<file path="config.mk">
export PLATFORM = sky130hd
export DESIGN_NAME = ram_arbiter
export DESIGN_NICKNAME = d
export VERILOG_FILES = /design/src/rtl/ram_arbiter_pkg.sv /design/src/rtl/ram_arb_pick.sv /design/src/rtl/ram_arbiter.sv
export SDC_FILE = /design/constraint.sdc
export NUM_CORES = 1
export LEC_CHECK = 0
export ABC_AREA = 1
export BUFFER_PORTS_ARGS = -buffer_cell sky130_fd_sc_hd__buf_4
export CORE_AREA = 2 2 108 110
export DETAILED_ROUTE_END_ITERATION = 8
export DIE_AREA = 0 0 110 112
export PLACE_DENSITY = 0.55
export REMOVE_ABC_BUFFERS = 1
export SLEW_MARGIN = 15
export SYNTH_ARGS = -nofsm -noshare
export SYNTH_HDL_FRONTEND = slang
export SYNTH_SLANG_ARGS = --single-unit
</file>
<file path="constraint.sdc">
create_clock -name clk -period 1.8 [get_ports clk]
set_input_delay 0.27 -clock clk [delete_from_list [all_inputs] [get_ports clk]]
set_output_delay 0.27 -clock clk [all_outputs]
set_load 0.005 [all_outputs]
</file>
<file path="src/rtl/ram_arbiter_pkg.sv">
// Shared configuration for the RAM arbiter: owner encoding, lock defaults, RAM address map.
// Latency: n/a (types, constants and one helper function only).
// Backpressure: n/a.
package ram_arbiter_pkg;

  // Bus ownership state; also reused to name the last granted requester.
  typedef enum logic [1:0] {
    OWN_NONE = 2'd0,
    OWN_CPU  = 2'd1,
    OWN_DMA  = 2'd2
  } owner_e;

  // RAM address map: one word-addressed region starting at word 0.
  localparam int RAM_ADDR_W_DEFAULT = 32;

  // Burst locking.
  localparam int LOCK_MAX_DEFAULT = 8;
  localparam int LOCK_CNT_W       = 8;

  // Next burst count for an owner that is granted again; sticks at lock_max.
  function automatic logic [LOCK_CNT_W-1:0] lock_cnt_inc(
    input logic [LOCK_CNT_W-1:0] cnt,
    input int unsigned           lock_max
  );
    if (cnt >= LOCK_CNT_W'(lock_max)) begin
      return LOCK_CNT_W'(lock_max);
    end
    return cnt + 1'b1;
  endfunction

endpackage

</file>
<file path="src/rtl/ram_arb_pick.sv">
// Winner selection between CPU and DMA for the shared RAM port.
// Latency: purely combinational, zero cycles.
// Backpressure: the losing request stays pending upstream; nothing is stored here.
//
// Ports:
//   cpu_req_i / dma_req_i : pending requests
//   owner_i, lock_cnt_i   : current burst owner and grants it has taken so far
//   last_grant_i          : last granted requester (used only by the round-robin tie-break)
//   cpu_win_o / dma_win_o : one-hot (or zero) winner
// Build option: RAM_ARB_ROUND_ROBIN_EN selects round-robin instead of CPU-first tie-break.
module ram_arb_pick
  import ram_arbiter_pkg::*;
#(
  parameter int LOCK_MAX = LOCK_MAX_DEFAULT
) (
  input  logic                  cpu_req_i,
  input  logic                  dma_req_i,
  input  owner_e                owner_i,
  input  logic [LOCK_CNT_W-1:0] lock_cnt_i,
  input  owner_e                last_grant_i,
  output logic                  cpu_win_o,
  output logic                  dma_win_o
);

  logic burst_left;

  always_comb begin
    cpu_win_o  = 1'b0;
    dma_win_o  = 1'b0;
    burst_left = (lock_cnt_i < LOCK_CNT_W'(LOCK_MAX));

    if (owner_i == OWN_CPU && cpu_req_i) begin
      // An exhausted burst only yields if the other side is actually waiting.
      if (burst_left || !dma_req_i) cpu_win_o = 1'b1;
      else                          dma_win_o = 1'b1;
    end else if (owner_i == OWN_DMA && dma_req_i) begin
      if (burst_left || !cpu_req_i) dma_win_o = 1'b1;
      else                          cpu_win_o = 1'b1;
    end else if (cpu_req_i && dma_req_i) begin
`ifdef RAM_ARB_ROUND_ROBIN_EN
      if (last_grant_i == OWN_CPU) dma_win_o = 1'b1;
      else                         cpu_win_o = 1'b1;
`else
      cpu_win_o = 1'b1;
`endif
    end else begin
      cpu_win_o = cpu_req_i;
      dma_win_o = dma_req_i;
    end
  end

`ifndef RAM_ARB_ROUND_ROBIN_EN
  logic unused_last_grant;
  assign unused_last_grant = (last_grant_i == OWN_DMA);
`endif

endmodule

</file>
<file path="src/rtl/ram_arbiter.sv">
// Two-requester (CPU, DMA) arbiter in front of a single-port synchronous RAM, with burst locking.
// Latency: grant and RAM command combinational in the request cycle; read data/rvalid one cycle later.
// Backpressure: an ungranted request is simply not granted and must be held by the requester.
//
// Ports:
//   clk, rst_n                         : clock, async active-low reset (forces all outputs to 0)
//   {cpu,dma}_req/we/lock/addr/wdata/wstrb : requester command
//   {cpu,dma}_gnt                      : request accepted this cycle
//   {cpu,dma}_rvalid, rdata            : read return (rdata is 0 when no rvalid)
//   ram_en/we/addr/wdata/wstrb, ram_rdata : RAM port
// Build option: RAM_ARB_ROUND_ROBIN_EN enables round-robin tie-break (default: CPU wins ties).
module ram_arbiter
  import ram_arbiter_pkg::*;
#(
  parameter int ADDR_W   = RAM_ADDR_W_DEFAULT,
  parameter int LOCK_MAX = LOCK_MAX_DEFAULT
) (
  input  logic              clk,
  input  logic              rst_n,
  input  logic              cpu_req,
  input  logic              cpu_we,
  input  logic              cpu_lock,
  input  logic [ADDR_W-1:0] cpu_addr,
  input  logic [31:0]       cpu_wdata,
  input  logic [3:0]        cpu_wstrb,
  input  logic              dma_req,
  input  logic              dma_we,
  input  logic              dma_lock,
  input  logic [ADDR_W-1:0] dma_addr,
  input  logic [31:0]       dma_wdata,
  input  logic [3:0]        dma_wstrb,
  output logic              cpu_gnt,
  output logic              dma_gnt,
  output logic              cpu_rvalid,
  output logic              dma_rvalid,
  output logic [31:0]       rdata,
  output logic              ram_en,
  output logic              ram_we,
  output logic [ADDR_W-1:0] ram_addr,
  output logic [31:0]       ram_wdata,
  output logic [3:0]        ram_wstrb,
  input  logic [31:0]       ram_rdata
);

  owner_e                owner_q, owner_d;
  logic [LOCK_CNT_W-1:0] lock_cnt_q, lock_cnt_d;
  logic                  cpu_rvalid_q, dma_rvalid_q;
  owner_e                last_grant;
  logic                  cpu_win, dma_win;

  ram_arb_pick #(
    .LOCK_MAX(LOCK_MAX)
  ) u_pick (
    .cpu_req_i   (cpu_req),
    .dma_req_i   (dma_req),
    .owner_i     (owner_q),
    .lock_cnt_i  (lock_cnt_q),
    .last_grant_i(last_grant),
    .cpu_win_o   (cpu_win),
    .dma_win_o   (dma_win)
  );

  // Gating with rst_n keeps every output at 0 during reset and drops a grant
  // that coincides with reset assertion before it can reach the RAM.
  assign cpu_gnt = cpu_win & rst_n;
  assign dma_gnt = dma_win & rst_n;

  always_comb begin
    ram_en    = cpu_gnt | dma_gnt;
    ram_we    = 1'b0;
    ram_addr  = '0;
    ram_wdata = '0;
    ram_wstrb = '0;
    if (cpu_gnt) begin
      ram_we    = cpu_we;
      ram_addr  = cpu_addr;
      ram_wdata = cpu_wdata;
      ram_wstrb = cpu_wstrb;
    end else if (dma_gnt) begin
      ram_we    = dma_we;
      ram_addr  = dma_addr;
      ram_wdata = dma_wdata;
      ram_wstrb = dma_wstrb;
    end
  end

  // Ownership: a locked grant takes (or keeps) the bus, an unlocked grant or an
  // owner that stops requesting releases it. Count restarts at 1 on a new owner
  // so the acquiring grant counts toward the burst limit.
  always_comb begin
    owner_d    = owner_q;
    lock_cnt_d = lock_cnt_q;
    if (cpu_gnt) begin
      if (cpu_lock) begin
        owner_d    = OWN_CPU;
        lock_cnt_d = (owner_q == OWN_CPU) ? lock_cnt_inc(lock_cnt_q, LOCK_MAX) : LOCK_CNT_W'(1);
      end else begin
        owner_d    = OWN_NONE;
        lock_cnt_d = '0;
      end
    end else if (dma_gnt) begin
      if (dma_lock) begin
        owner_d    = OWN_DMA;
        lock_cnt_d = (owner_q == OWN_DMA) ? lock_cnt_inc(lock_cnt_q, LOCK_MAX) : LOCK_CNT_W'(1);
      end else begin
        owner_d    = OWN_NONE;
        lock_cnt_d = '0;
      end
    end else if ((owner_q == OWN_CPU && !cpu_req) || (owner_q == OWN_DMA && !dma_req)) begin
      owner_d    = OWN_NONE;
      lock_cnt_d = '0;
    end
  end

  always_ff @(posedge clk or negedge rst_n) begin
    if (!rst_n) begin
      owner_q      <= OWN_NONE;
      lock_cnt_q   <= '0;
      cpu_rvalid_q <= 1'b0;
      dma_rvalid_q <= 1'b0;
    end else begin
      owner_q      <= owner_d;
      lock_cnt_q   <= lock_cnt_d;
      cpu_rvalid_q <= cpu_gnt & ~cpu_we;
      dma_rvalid_q <= dma_gnt & ~dma_we;
    end
  end

`ifdef RAM_ARB_ROUND_ROBIN_EN
  owner_e last_grant_q, last_grant_d;

  always_comb begin
    last_grant_d = last_grant_q;
    if (cpu_gnt)      last_grant_d = OWN_CPU;
    else if (dma_gnt) last_grant_d = OWN_DMA;
  end

  always_ff @(posedge clk or negedge rst_n) begin
    if (!rst_n) last_grant_q <= OWN_CPU;
    else        last_grant_q <= last_grant_d;
  end

  assign last_grant = last_grant_q;
`else
  assign last_grant = OWN_CPU;
`endif

  assign cpu_rvalid = cpu_rvalid_q;
  assign dma_rvalid = dma_rvalid_q;
  assign rdata      = (cpu_rvalid_q | dma_rvalid_q) ? ram_rdata : 32'h0;

endmodule

</file>
==> flow_results.org <==
** Worst setup path
- The largest single stage delay on the critical path is 0.38 ns.
- CP Buf/Inv Count :: 3
- STA classifies the critical path startpoint as a register.
- The critical path is of the register to primary output type.
- The kind of cell with the highest combined delay along the critical path is simple AND/OR/NAND/NOR gates.
- For the worst flop-to-flop path, the logic depth is 12.
- Of all nets on the critical path, the largest fanout is 9.
- The critical path crosses 12 cells after its start point.
- Arrival time reported for the critical path endpoint :: 1.83 ns
- The worst setup path is captured at a primary output.
- Required time of the critical path :: 1.53 ns
- Cell with the biggest individual delay on the critical path :: sky130_fd_sc_hd__dfrtp_1
- Traced cell by cell, the critical path runs through nor2_2, nand2_1, nor2_2, nand2_1, nand2_1, nand2_2, nand2_8, buf_12, inv_16, nand2_2, nand2_1, buf_4.
- The cell that appears most often on the critical path is sky130_fd_sc_hd__nand2_1.

** Yosys
- Most used standard cell by instance count after synthesis :: sky130_fd_sc_hd__nand2_1
- A synthesized cell averages 5.033 um2.
- Library cells used by synthesis :: 21
- In this run, synthesis inferred 0 flip-flops with an integrated enable.
- Dominant cells by area after synthesis :: sky130_fd_sc_hd__nand2_1, sky130_fd_sc_hd__dfrtp_1, sky130_fd_sc_hd__nor2_1
- After synthesis, the share of flip-flops with an asynchronous set or reset is 1.000.
- Proportion of netlist area held by the largest area contributor :: 0.3927
- For this run, the register share of the synthesized area comes to 0.1510.
- Most used flip-flop cell after synthesis :: sky130_fd_sc_hd__dfrtp_1
- Cell types with the highest counts after synthesis :: sky130_fd_sc_hd__nand2_1, sky130_fd_sc_hd__nor2_1, sky130_fd_sc_hd__inv_1
- Cell type contributing the most total cell area after synthesis :: sky130_fd_sc_hd__nand2_1
- Number of warnings reported in the yosys synthesis log :: 0
- Counting every instance in the synthesized netlist gives 395.
- After synthesis the cells add up to 0.001988 mm2.
- Synthesis inferred 12 register bits.

** STA
- Slew Limit Fails :: 0
- Final critical path time including I/O delays and setup :: 2.102 ns
- Worst-margin pin slew :: 0.2937 ns
- The number of hold violations in the final report is 0.
- Final period util :: 1.168
- In the post-route analysis, the smallest setup slack over all paths is -0.3017 ns.
- Timing would allow up to 475.8 MHz.
- Final setup violation count :: 72
- Post-route clock skew :: 0.002480 ns
- Setup repair after global routing could not meet its margin everywhere.
- The tightest hold path in the finished design has a slack of 0.04255 ns.
- The worst pin sits at a relative slew slack of 0.8042.

** Die
- The initial utilization of the core area, before any placement, comes to 0.1779.
- The floorplan step defined a die boundary enclosing 0.01232 mm2.
- Area inside the core boundary :: 0.01117 mm2
- Measured along the y axis, the die boundary spans 112 um.
- In this run the horizontal extent of the chip is 110 um.
- Pin placement for this block handled 282 I/O pins.
- Number of placement rows :: 39

** Status
- Failing checks :: setup timing
- Status :: finished, violations left

** Detailed routing
- After detailed routing, the total wire length is 11,910 um.
- DRC viols :: 0
- Avg WL per Cell :: 14.37 um
- In this run the remaining antenna-violating nets after routing total 0.
- The first routing iteration left 151 violations.
- Drt pass-1 iters :: 4
- Detailed routing inserted a total of 3,457 vias.
- After detailed routing, the number of vias per cell comes to 4.170.

** Pwr
- Of the total power, registers draw 0.097.
- Combinational share of power :: 0.778
- VDD sags by at most 0.0003229 V.
- Switching power :: 1.520 mW
- The analysis attributes to cell leakage a power of 2.962 nW.
- Net switching share of the total power :: 0.4206
- Share of power burned in the clock network :: 0.125
- Internal portion of total power :: 2.094 mW
- Power spread over the standard cell area amounts to 747.0 mW/mm2.

** Global routing
- GRT overflow :: 0
- The initial antenna violation count was 0.
- Entering global routing, the biggest net connects 37 pins.
- Total track usage :: 0.1748
- The first global-routing pass estimated 16,660 um of wire.
- The number of global-route vias before repair was 3,379.

** Hold path
- Path class of the lowest-slack min-delay path :: primary input to asynchronous set/reset pin

** Clocking
- The clock reaches the later pin of the worst-skew pair after 0.24 ns.
- CTS H-tree lvls :: 1
- Clock-pin slew was measured on the worst setup and hold paths at 0.05 ns.
- Number of buffers created by CTS :: 3
- TritonCTS clock tree :: yes
- In this run the deepest clock path goes through 2 buffers.
- Clk Tree Root Cell :: sky130_fd_sc_hd__clkbuf_16
- For this design, the sink count on the clock tree is 12.

** Run
- Max-cap violations in this run came to 0.

** Place
- Prior to clock tree synthesis, the placed netlist has a worst setup slack of -0.03839 ns.
- Once placement finished, the instance area stood at 0.004223 mm2.
- The wire-length estimate of the detail-placed layout is 8865 um.
- Count of port buffers added during placement :: 281
- The congestion estimate from routability-driven global placement came to 0.9007.

** Final layout
- Of the cells placed in the final design, the portion with a size suffix greater than 1 is 0.5685.
- The final layout contains 865 nets.
- Area growth from synthesis to layout :: 143.4%
- The finished cells cover 0.004838 mm2.
- Number of inserted diodes :: 0
-- cell families after synthesis --
| kind of cell | Yosys count | share of synthesized area |
|---|---|---|
| AND/OR/NAND/NOR | 306 | 0.6356 |
| XOR/XNOR | 1 | 0.004406 |
| buffers and inverters | 70 | 0.1863 |
| AO/OA/AOI/OAI | 4 | 0.01007 |
| flip-flops | 12 | 0.1510 |
| adder cells (fa/ha/maj) | 2 | 0.01258 |
-- worst reg2reg max path, delay by kind of cell (launching register included) --
kind          cells  cell delay, ns
flops             1            0.38
buf+inv           2            0.27
simple gates     10            0.99
-- state kept, by name (all words and copies together), names as in the netlist --
signal and flops:
cpu_rvalid 1, dma_rvalid 1, lock_cnt_q 8, owner_q 2
-- metrics by stage --
step	power, mW	cells	util	TNS, ns
floorplan	1.199	376	-	0
global placement	2.588	810	0.3779	-0.4476
detailed placement	2.601	810	0.3779	-0.2595
CTS	3.467	826	0.4146	-15.85
global route	3.910	829	0.4330	-26.89
finish	3.614	829	0.4330	-17.84
-- routing by layer --
metal / part of all wire / vias to the layer above / GRT usage
li1: - / 1727 / -
met1: 0.34 / 1504 / 0.1753
met2: 0.53 / 204 / 0.3419
met3: 0.092 / 22 / 0.03513
met5: 0 / - / 0
met4: 0.038 / 0 / 0.06498
-- final timing paths --
check	startpoint	slack, ns	end
min in group clk	cpu_we	0.19	cpu_rvalid
max	lock_cnt_q[4]	-0.30	ram_addr[12]
min	rst_n	0.04	lock_cnt_q[1]
min reg2reg	lock_cnt_q[5]	0.51	lock_cnt_q[5]
max in group asynchronous	rst_n	1.60	dma_rvalid
max reg2reg	lock_cnt_q[4]	0.05	lock_cnt_q[0]
-- placed cells by master (no fill, tap or decap), types with 2 or more instances in the layout --
master and n:
sky130_fd_sc_hd__buf_4 271, sky130_fd_sc_hd__nand2_1 164, sky130_fd_sc_hd__nand2_2 58, sky130_fd_sc_hd__nor2_1 52, sky130_fd_sc_hd__inv_1 48, sky130_fd_sc_hd__buf_6 21
sky130_fd_sc_hd__dfrtp_1 12, sky130_fd_sc_hd__nand2_4 8, sky130_fd_sc_hd__nand3_1 7, sky130_fd_sc_hd__buf_12 7, sky130_fd_sc_hd__nor2_2 6, sky130_fd_sc_hd__nand4_1 6
sky130_fd_sc_hd__clkbuf_16 4, sky130_fd_sc_hd__o21ai_0 3, sky130_fd_sc_hd__nand3_4 2, sky130_fd_sc_hd__inv_16 2, sky130_fd_sc_hd__ha_1 2, sky130_fd_sc_hd__buf_16 2
-- repair_timing --
item                                    in CTS  in global routing
hold buffers                                 0                  0
resized for setup                           43                 55
pin swaps                                    1                 21
gates cloned                                 6                  1
buffers inserted                             6                  3
endpoints found under the setup margin      72                 80
-- cell type report --
class | instances | area, um2
repair buffers | 303 | 2506
inverters | 51 | 220.2
multi-input cells | 313 | 1504
flip-flops and latches | 12 | 300.3
fillers | 1152 | 6336
repair inverters | 3 | 40.04
well taps | 143 | 178.9
clock buffers | 4 | 88.84
-- power by group through the flow --
stage | clock network, mW | registers, mW | logic, mW
CTS | 0.463 | 0.349 | 2.65
global placement | 0 | 0.348 | 2.24
global route | 0.482 | 0.354 | 3.07
finish | 0.452 | 0.351 | 2.81
floorplan | 0 | 0.341 | 0.858
detailed placement | 0 | 0.353 | 2.25
Note: power is estimated with default switching activity, not from simulation.
